**src/rtl/fp_align_pipe.sv**
```systemverilog
// ----------------------------------------------------------------------------
// fp_align_pipe
//
// Two-stage operand alignment front end for a floating-point adder.
//   S1: compares the magnitudes of the two operands and swaps them so that the
//       larger one comes first. It also forms the effective exponents, the
//       hidden bits and the exponent difference.
//   S2: shifts the smaller mantissa right by the exponent difference. Every
//       bit shifted out is ORed into a sticky bit at position 0.
// A valid/ready handshake sits on each side. Each stage moves forward when
// the stage after it is empty or is draining, so the pipe accepts one
// operation per cycle while out_ready is high.
//
// Ports
//   clk, rst          rising-edge clock, asynchronous active-high reset
//   flush             synchronous kill of both stages (drops this cycle's input)
//   in_valid/in_ready input handshake
//   in_op, in_rd      funct5 and destination tag, carried through unchanged
//   in_a, in_b        operands {sign, exp, frac}
//   out_valid/out_ready output handshake
//   out_op, out_rd    registered op / tag
//   out_exp           effective exponent of the larger operand
//   out_mant_max      {hidden, frac, 3'b000} of the larger operand
//   out_mant_min      smaller mantissa, aligned, sticky in bit 0
//   out_sign_max      sign of the larger operand (b's sign negated for FSUB)
//   out_sign_xor      sign_a ^ sign_b
//   out_eff_sub       sign_a ^ sign_b ^ (op == FSUB)
//   out_swap          in_b was the larger operand
// ----------------------------------------------------------------------------
module fp_align_pipe #(
    parameter  int EXP_W  = 8,
    parameter  int FRAC_W = 23,
    localparam int W      = 1 + EXP_W + FRAC_W,
    localparam int M      = FRAC_W + 4
) (
    input  logic             clk,
    input  logic             rst,
    input  logic             flush,
    input  logic             in_valid,
    output logic             in_ready,
    input  logic [4:0]       in_op,
    input  logic [4:0]       in_rd,
    input  logic [W-1:0]     in_a,
    input  logic [W-1:0]     in_b,
    output logic             out_valid,
    input  logic             out_ready,
    output logic [4:0]       out_op,
    output logic [4:0]       out_rd,
    output logic [EXP_W-1:0] out_exp,
    output logic [M-1:0]     out_mant_max,
    output logic [M-1:0]     out_mant_min,
    output logic             out_sign_max,
    output logic             out_sign_xor,
    output logic             out_eff_sub,
    output logic             out_swap
);

    localparam logic [4:0] OP_FSUB = 5'b00001;

    typedef struct packed {
        logic [4:0]       op;
        logic [4:0]       rd;
        logic [EXP_W-1:0] exp;
        logic [EXP_W-1:0] diff;
        logic [M-1:0]     mant_max;
        logic [M-1:0]     mant_min;
        logic             sign_max;
        logic             sign_xor;
        logic             eff_sub;
        logic             swap;
    } s1_t;

    typedef struct packed {
        logic [4:0]       op;
        logic [4:0]       rd;
        logic [EXP_W-1:0] exp;
        logic [M-1:0]     mant_max;
        logic [M-1:0]     mant_min;
        logic             sign_max;
        logic             sign_xor;
        logic             eff_sub;
        logic             swap;
    } s2_t;

    logic s1_valid, s2_valid;
    logic advance1, advance2;
    s1_t  s1, s1_next;
    s2_t  s2, s2_next;

    // The handshake is evaluated from the back of the pipe to the front.
    assign advance2 = !s2_valid || out_ready;
    assign advance1 = !s1_valid || advance2;
    assign in_ready = advance1;

    // ------------------------------------------------------------------------
    // S1: magnitude compare, swap, effective exponents, exponent difference
    // ------------------------------------------------------------------------
    logic             swap;
    logic             is_sub;
    logic [W-1:0]     op_max, op_min;
    logic [EXP_W-1:0] exp_max, exp_min, eff_max, eff_min;

    // NOTE: every signal written here gets a value on every path (the defaults
    // come first), so no latches are inferred.
    always_comb begin
        s1_next = '0;
        // Comparing {exp, frac} as one unsigned number orders the magnitudes,
        // because the exponent holds the upper bits. Equal magnitudes keep
        // a as the larger operand.
        swap    = in_b[W-2:0] > in_a[W-2:0];
        is_sub  = (in_op == OP_FSUB);
        op_max  = swap ? in_b : in_a;
        op_min  = swap ? in_a : in_b;
        exp_max = op_max[W-2:FRAC_W];
        exp_min = op_min[W-2:FRAC_W];
        // Subnormals use exponent 1 and have no hidden bit.
        eff_max = (exp_max == '0) ? EXP_W'(1) : exp_max;
        eff_min = (exp_min == '0) ? EXP_W'(1) : exp_min;

        s1_next.op       = in_op;
        s1_next.rd       = in_rd;
        s1_next.exp      = eff_max;
        s1_next.diff     = eff_max - eff_min;  // never negative after the swap
        s1_next.mant_max = {|exp_max, op_max[FRAC_W-1:0], 3'b000};
        s1_next.mant_min = {|exp_min, op_min[FRAC_W-1:0], 3'b000};
        // When b is the larger operand its sign is the one that counts, and
        // FSUB negates b.
        s1_next.sign_max = swap ? (in_b[W-1] ^ is_sub) : in_a[W-1];
        s1_next.sign_xor = in_a[W-1] ^ in_b[W-1];
        s1_next.eff_sub  = in_a[W-1] ^ in_b[W-1] ^ is_sub;
        s1_next.swap     = swap;
    end

    // ------------------------------------------------------------------------
    // S2: alignment shift with sticky collection
    // ------------------------------------------------------------------------
    logic [2*M-1:0] shift_ext;
    logic [31:0]    diff_wide;

    always_comb begin
        s2_next   = '0;
        // Zeros are appended below the mantissa so that the bits shifted out
        // land in the lower half, where they can be ORed into the sticky bit.
        shift_ext = {s1.mant_min, {M{1'b0}}} >> s1.diff;
        diff_wide = 32'(s1.diff);

        s2_next.op       = s1.op;
        s2_next.rd       = s1.rd;
        s2_next.exp      = s1.exp;
        s2_next.mant_max = s1.mant_max;
        s2_next.sign_max = s1.sign_max;
        s2_next.sign_xor = s1.sign_xor;
        s2_next.eff_sub  = s1.eff_sub;
        s2_next.swap     = s1.swap;
        // A shift of M or more leaves only the sticky bit. This case is
        // handled on its own because the extended vector is only 2*M bits
        // wide and would also drop the sticky bit.
        if (diff_wide >= 32'(M)) begin
            s2_next.mant_min = {{(M-1){1'b0}}, |s1.mant_min};
        end else begin
            s2_next.mant_min = {shift_ext[2*M-1:M+1],
                                shift_ext[M] | (|shift_ext[M-1:0])};
        end
    end

    // ------------------------------------------------------------------------
    // Pipeline registers
    // ------------------------------------------------------------------------
    // NOTE: sequential state uses non-blocking assignments only. Then every
    // register samples the values that were present before the edge.
    // NOTE: the data registers are reset along with the valid bits, so that
    // all outputs read as zero during reset.
    always_ff @(posedge clk or posedge rst) begin
        if (rst) begin
            s1_valid <= 1'b0;
            s2_valid <= 1'b0;
            s1       <= '0;
            s2       <= '0;
        end else if (flush) begin
            // Flush wins over every transfer. The data registers keep their
            // values, but nothing is marked valid.
            s1_valid <= 1'b0;
            s2_valid <= 1'b0;
        end else begin
            if (advance1) begin
                s1_valid <= in_valid;
            end
            if (advance2) begin
                s2_valid <= s1_valid;
            end
            if (advance1 && in_valid) begin
                s1 <= s1_next;
            end
            if (advance2 && s1_valid) begin
                s2 <= s2_next;
            end
        end
    end

    assign out_valid    = s2_valid;
    assign out_op       = s2.op;
    assign out_rd       = s2.rd;
    assign out_exp      = s2.exp;
    assign out_mant_max = s2.mant_max;
    assign out_mant_min = s2.mant_min;
    assign out_sign_max = s2.sign_max;
    assign out_sign_xor = s2.sign_xor;
    assign out_eff_sub  = s2.eff_sub;
    assign out_swap     = s2.swap;

endmodule
```
**config.mk**
```make
export PLATFORM = sky130hd
export DESIGN_NAME = fp_align_pipe
export DESIGN_NICKNAME = d
export VERILOG_FILES = /design/src/rtl/fp_align_pipe.sv
export SDC_FILE = /design/constraint.sdc
export NUM_CORES = 1
export LEC_CHECK = 0
export CAP_MARGIN = 30
export CORE_MARGIN = 8
export CORE_UTILIZATION = 25
export CTS_CLUSTER_DIAMETER = 100
export CTS_CLUSTER_SIZE = 8
export DETAILED_ROUTE_END_ITERATION = 6
export PLACE_DENSITY_LB_ADDON = 0.05
export SETUP_SLACK_MARGIN = 0.02
export SYNTH_ARGS = -nofsm -noshare
export SYNTH_HDL_FRONTEND = slang
export SYNTH_SLANG_ARGS = --single-unit
```
**constraint.sdc**
```tcl
create_clock -name clk -period 6.4 [get_ports clk]
set_input_delay 0.64 -clock clk [delete_from_list [all_inputs] [get_ports clk]]
set_output_delay 0.64 -clock clk [all_outputs]
set_load 0.05 [all_outputs]
```
---- Word-level counts from Yosys, hierarchy flattened ----
Cells that the tools add are included.
word-level totals
  bits of input ports ..................... 79
  flip-flop bits (word level) ............. 153
cells by class
  eq/ne operators ......................... 1
  muxes and demuxes ....................... 10
  magnitude comparators ................... 2
  reduce and logical (&&, ||, !) cells .... 16
  bitwise logic cells ..................... 5
  $add $sub $neg .......................... 1
  shifts and indexed selects .............. 1
operator list
  operator                                              count
  two-way mux 31 bit                                    2
  >> shifter 54 x 8 -> 54 bit                           1
  > comparator 31 bit                                   1
  two-way mux 27 bit                                    1
  OR reduction 27 bit                                   1
  OR reduction 24 bit                                   1
  zero test 8 bit                                       2
  two-way mux 8 bit                                     2
  OR reduction 8 bit                                    2
  >= comparator 8 x 5 -> 1 bit (second input constant)  1
  subtractor 8 bit                                      1
  == test 5 x 1 -> 1 bit (second input constant)        1
  two-way mux 1 bit                                     5
  AND reduction 2 bit                                   2
  nonzero test 2 bit                                    2
  XOR 1 bit                                             3
  logical AND 1 bit                                     2
  zero test 1 bit                                       2
  logical OR 1 bit                                      2
  NOT 1 bit                                             1
  OR 1 bit                                              1

---- Depth between registers and ports, before layout ----
  depth after elaboration ................. 5
  gate-level depth with buffers ........... 19
  gate-level depth less buffers ........... 17

---- Least setup slack after synthesis ----
OpenSTA, ideal clock, no wires.
  kind .................................... input to register
  start point ............................. input port in_a[29]
  end point ............................... register s1 (netlist bit diff_wide[6])
  required time ........................... 6.264 ns
  library setup time ...................... 0.136 ns
  stages on the path ...................... 19
  arrival time ............................ 3.652 ns
  setup slack ............................. 2.611 ns
  cell sequence ........................... inv_1 > ha_1 > a21oi_1 > nand2_1 > a221o_1 > o21a_2 > nor2_8 > buf_6 > buf_6 > mux2i_1 > ha_1 > fa_1 > nor2b_1 > o21ai_0 > nand2b_1 > a21o_1 > a21oi_1 > xor2_1 > o21ai_0
between the ends
  cells in the longest elaborated chain, start to end .. 5
  elaborated cells between the ends (all ways) .. 8
  those cells by class .................... add/sub: 1; order compare: 1; mux: 4; reduce/logical: 2
ends and longest elaborated chain
  what                                   RTL line  text
  start: declaration                     43        input logic [W-1:0] in_a,
  > comparator 31 bit                    110       swap = in_b[W-2:0] > in_a[W-2:0];
  two-way mux 31 bit (on tied branches)  112, 113
  zero test 8 bit (on tied branches)     117, 118
  two-way mux 8 bit (on tied branches)   117, 118
  subtractor 8 bit (*)                   123       s1_next.diff = eff_max - eff_min;
  end signal: assignment                 192       s1 <= s1_next;
  end: declaration                       87        s1_t s1, s1_next;
Mark *: on every way between the ends. The rest lies on a longest branch, timed or not.
A chain may end at the register's enable or synchronous reset.

---- Worst setup path after layout ----
  start point ............................. input port in_a[30]
  end point ............................... register s1 (netlist bit diff_wide[6])
between the ends
  cells in the longest elaborated chain, start to end .. 5
  elaborated cells between the ends (all ways) .. 8
  those cells by class .................... add/sub: 1; order compare: 1; mux: 4; reduce/logical: 2
ends and longest elaborated chain
  what                    RTL line  text
  > comparator 31 bit     110
  two-way mux 31 bit (*)  112       op_max = swap ? in_b : in_a;
  zero test 8 bit         117       eff_max = (exp_max == '0) ? EXP_W'(1) : exp_max;
  two-way mux 8 bit (*)   117
  via eff_max[2]          101       logic [EXP_W-1:0] exp_max, exp_min, eff_max, eff_min;
  subtractor 8 bit (*)    123
The timed path passes the listed nets; every way through them passes the cells marked *.

==> metrics.cfg <==
[clocking]
root_buffer=sky130_fd_sc_hd__clkbuf_16
htree_levels=4
clock_path_buffers=2
postCtsHoldBufs=0
worstSkewPairLatency_ns=0.44
clock_sink_count=153
post_cts_resize_count=0
tritoncts=done
cts_made_buffers=17
cts.clk_slew.worst_paths_ns=0.07
cts_post_setup_buffers_inserted=0

[detailed_routing]
routed_via_density=4.69
wl_met1_mm=16.0
routed.top_layer=met5
route.met3.wl_mm=1.22
vias=8053
detailroute.wirelength.met2_mm=15.7
post_route_antenna_net_violation_count=0
routed_wire_length_per_instance_um=19.5
dr.first_iter.drc_count=462
postRouteWirelength_mm=33.4
drt_drc_violations_left=0
firstDrtPassIters=4

[critical_path]
cp.depth=17
worstPathBufferInverterCount=2
path_class=in -> reg
arrival_ns=4.73
worstPathCellList=clkdlybuf4s50_1 -> inv_1 -> ha_1 -> nand4_2 -> nor4_2 -> nand3_1 -> o21a_2 -> nor2_8 -> mux2_1 -> ha_1 -> nor2b_1 -> o21ai_0 -> nand2b_1 -> a21o_1 -> a21oi_1 -> xor2_1 -> o21ai_0
crit_path_start_kind=input pin
worst_path_largest_cell_delay_ns=0.58
required_ns=6.70
slowest_stage_cell_crit_path=sky130_fd_sc_hd__clkdlybuf4s50_1
rr_worst_depth=8
critPathMaxFanout=26
crit_path_end_kind=flop
largest_delay_share_family_worst_path=simple AND/OR/NAND/NOR gates

[global_route]
first_pass_grt_wire_length_mm=52.5
globalRoute.totalOverflow=0
pin_count_of_the_biggest_net_entering_global_routing=72
via_count_of_the_first_global_routing_pass=8341
grt.total_usage_pct=15.3
grt_antenna_before_repair=2

[min_path]
holdCritPathClass=reg -> reg
holdPathStages=2

[synthesis]
synthFlopType=sky130_fd_sc_hd__dfrtp_1
netlist_area_sq_mm=0.00957
yosys.area_share.adder_pct=5.18
synth_compound_area_share_pct=16.4
synthXorXnorAreaFrac_pct=0.732
synth.area.mux_share_pct=13.7
number_of_flip_flops_and_latches_in_the_synthesized_netlist=153
synthDistinctLibCells=73
largest_family_of_logic_cells_by_synthesized_area=simple AND/OR/NAND/NOR gates
yosysWarningCount=0
synthCells=1073
synthSimpleGateAreaFrac_pct=18.7
synth.yosys.seq_area_share_pct=40.0
synth-edff-count=0
syn_area_per_cell_sq_um=8.92
synth_async_sr_flop_share_pct=100

[sta]
remaining_max_slew_budget_at_the_tightest_pin_pct=50.6
setup_viol_count_final=0
worstMarginPinSlew_ns=0.740
setup-tns-final_ns=0
grt_setup_unrepaired=no
hold_slack_ns=0.469
timing.clock.skew_ns=0.00863
hold_violations=0
final_worst_path_period_need_ns=4.43
finalCritPeriodShare_pct=69.2
maxClockFrequency_ghz=0.226
slew_violations=0

[floorplan]
floorplan.initialDensity_pct=25.4
fp.dieH_um=212
dieWidth_um=212
placeableCoreArea_sq_mm=0.0377
dieArea_sq_mm=0.0448
ioPinCount=157
std_cell_rows=71

[cells_and_area]
final.fill_count=4028
final_core_utilization_pct=32.2
layout_common_cells=sky130_fd_sc_hd__nand2_1 (274), sky130_fd_sc_hd__clkdlybuf4s50_1 (153), sky130_fd_sc_hd__dfrtp_1 (152)
final_layout_size_suffix_gt1_share_pct=8.39
final_net_count=1309
mostFrequentLayoutCell=sky130_fd_sc_hd__nand2_1
area_delta_synth_final_pct=26.8

[power_and_ir_drop]
pwr-share-seq_pct=31.6
power_density_mw_per_mm2=344
power.total_mw=4.18
clock_power_share_pct=26.2
vdd_drop_max_mv=0.199
power.net_switching_mw=1.72
power.share.combinational_pct=42.2
cellLeakagePower_nw=5.33
power.share.switching_pct=41.1
p_int_mw=2.46

[placed_design]
io_buffer_count=153
global_placement_routability_congestion=0.827
detailed_place_hpwl_mm=24.5

[job]
max_cap_viol_count=0

[outcome]
status=finished clean

final timing paths:
| kind | from | end | slack [ns] |
|---|---|---|---|
| max | in_a[30] | diff_wide[6] | 1.97 |
| min | s1[0] | out_swap | 0.47 |
| max reg2reg | diff_wide[0] | out_mant_min[0] | 3.42 |
| min reg2reg | s1[0] | out_swap | 0.47 |
| max in group asynchronous | rst | out_valid | 4.65 |
| min in group asynchronous | rst | s1[12] | 0.66 |
Yosys cell counts, types with 3 or more instances:
library cell	count	share of area (%)
sky130_fd_sc_hd__nor2_1	38	1.5
sky130_fd_sc_hd__nor2b_1	7	0.46
sky130_fd_sc_hd__or2_2	4	0.26
sky130_fd_sc_hd__xnor2_1	4	0.37
sky130_fd_sc_hd__nand2_1	274	11
sky130_fd_sc_hd__xor2_1	4	0.37
sky130_fd_sc_hd__and2_1	3	0.20
sky130_fd_sc_hd__dfrtp_1	153	40
sky130_fd_sc_hd__buf_1	4	0.16
sky130_fd_sc_hd__mux2_1	3	0.35
sky130_fd_sc_hd__a31oi_1	7	0.46
sky130_fd_sc_hd__a22o_1	11	1.0
sky130_fd_sc_hd__nand3b_1	6	0.47
sky130_fd_sc_hd__a22oi_1	6	0.47
sky130_fd_sc_hd__nand2b_1	5	0.33
sky130_fd_sc_hd__o22ai_1	3	0.20
sky130_fd_sc_hd__mux2i_1	53	5.5
sky130_fd_sc_hd__o21ai_1	45	2.4
sky130_fd_sc_hd__a211oi_1	5	0.39
sky130_fd_sc_hd__nor4_1	9	0.59
sky130_fd_sc_hd__o21ai_0	52	2.7
sky130_fd_sc_hd__a21oi_1	92	4.8
sky130_fd_sc_hd__inv_1	38	1.5
sky130_fd_sc_hd__mux2_2	11	1.3
sky130_fd_sc_hd__o2111ai_1	4	0.37
sky130_fd_sc_hd__nand4_1	8	0.52
sky130_fd_sc_hd__a21o_1	3	0.24
sky130_fd_sc_hd__or4_1	3	0.24
sky130_fd_sc_hd__mux4_2	24	5.6
sky130_fd_sc_hd__clkbuf_1	44	1.7
sky130_fd_sc_hd__buf_6	8	0.94
sky130_fd_sc_hd__o211ai_1	6	0.47
sky130_fd_sc_hd__o21bai_1	3	0.24
sky130_fd_sc_hd__nor3_1	11	0.58
sky130_fd_sc_hd__buf_4	7	0.55
sky130_fd_sc_hd__buf_2	8	0.42
sky130_fd_sc_hd__ha_1	38	5.0
sky130_fd_sc_hd__mux4_1	3	0.82
sky130_fd_sc_hd__nand3_1	22	1.2
sky130_fd_sc_hd__o21a_1	4	0.31
through the flow:
stage	instances	area [sq um]	setup WS [ns]
floorplan	1075	9580	1.64
global placement	1683	11500	1.48
detailed placement	1683	11500	1.43
CTS	1715	12100	1.91
global route	1715	12100	1.60
finish	1716	12100	1.97
logic make-up (layout without fill, tap and decap cells):
family | after synthesis | in the layout
xor+xnor | 8 | 8
other cells | 1 | 4
fa+ha+maj | 39 | 39
simple gates | 406 | 406
compound gates | 263 | 263
flops | 153 | 153
buf+inv | 109 | 238
mux | 94 | 94
layout make-up:
| cell class | count | area [sq um] | share of cell area, % |
|---|---|---|---|
| Multi-Input combinational cell | 813 | 5250 | 43.3 |
| Timing Repair Buffer | 168 | 1640 | 13.5 |
| Clock buffer | 22 | 484 | 3.99 |
| Sequential cell | 153 | 3830 | 31.5 |
| Inverter | 38 | 148 | 1.22 |
| Antenna cell | 1 | 2.50 | 0.0206 |
| Clock inverter | 10 | 139 | 1.14 |
| Tap cell | 511 | 639 | 5.27 |
layer usage:
metal  track usage (%)  vias up
li1                  -     4022
met3              3.34       28
met1              20.7     3879
met4              4.24        2
met2              24.2      122
met5                 0        -
flip-flops by register name, summed over array words and instances (netlist names):
name	count
out_valid	1
out_sign_max	1
out_exp	8
s1	70
out_mant_max	24
out_sign_xor	1
out_swap	1
diff_wide	8
out_mant_min	27
s1_valid	1
out_op	5
out_rd	5
out_eff_sub	1
worst min-delay path, stage by stage, from the launching register on:
cell and delay (ns):
sky130_fd_sc_hd__dfrtp_1 0.34, sky130_fd_sc_hd__nand2_1 0.05, sky130_fd_sc_hd__nand2_1 0.05
power by group through the flow:
| stage | Sequential, mW | Combinational, mW | Clock (mW) |
|---|---|---|---|
| floorplan | 1.58 | 0.954 | 0 |
| global placement | 1.34 | 1.79 | 0 |
| detailed placement | 1.34 | 1.78 | 0 |
| CTS | 1.33 | 1.79 | 1.14 |
| global route | 1.36 | 1.93 | 1.18 |
| finish | 1.32 | 1.76 | 1.09 |
No activity file was read; power rests on OpenSTA's default activity.
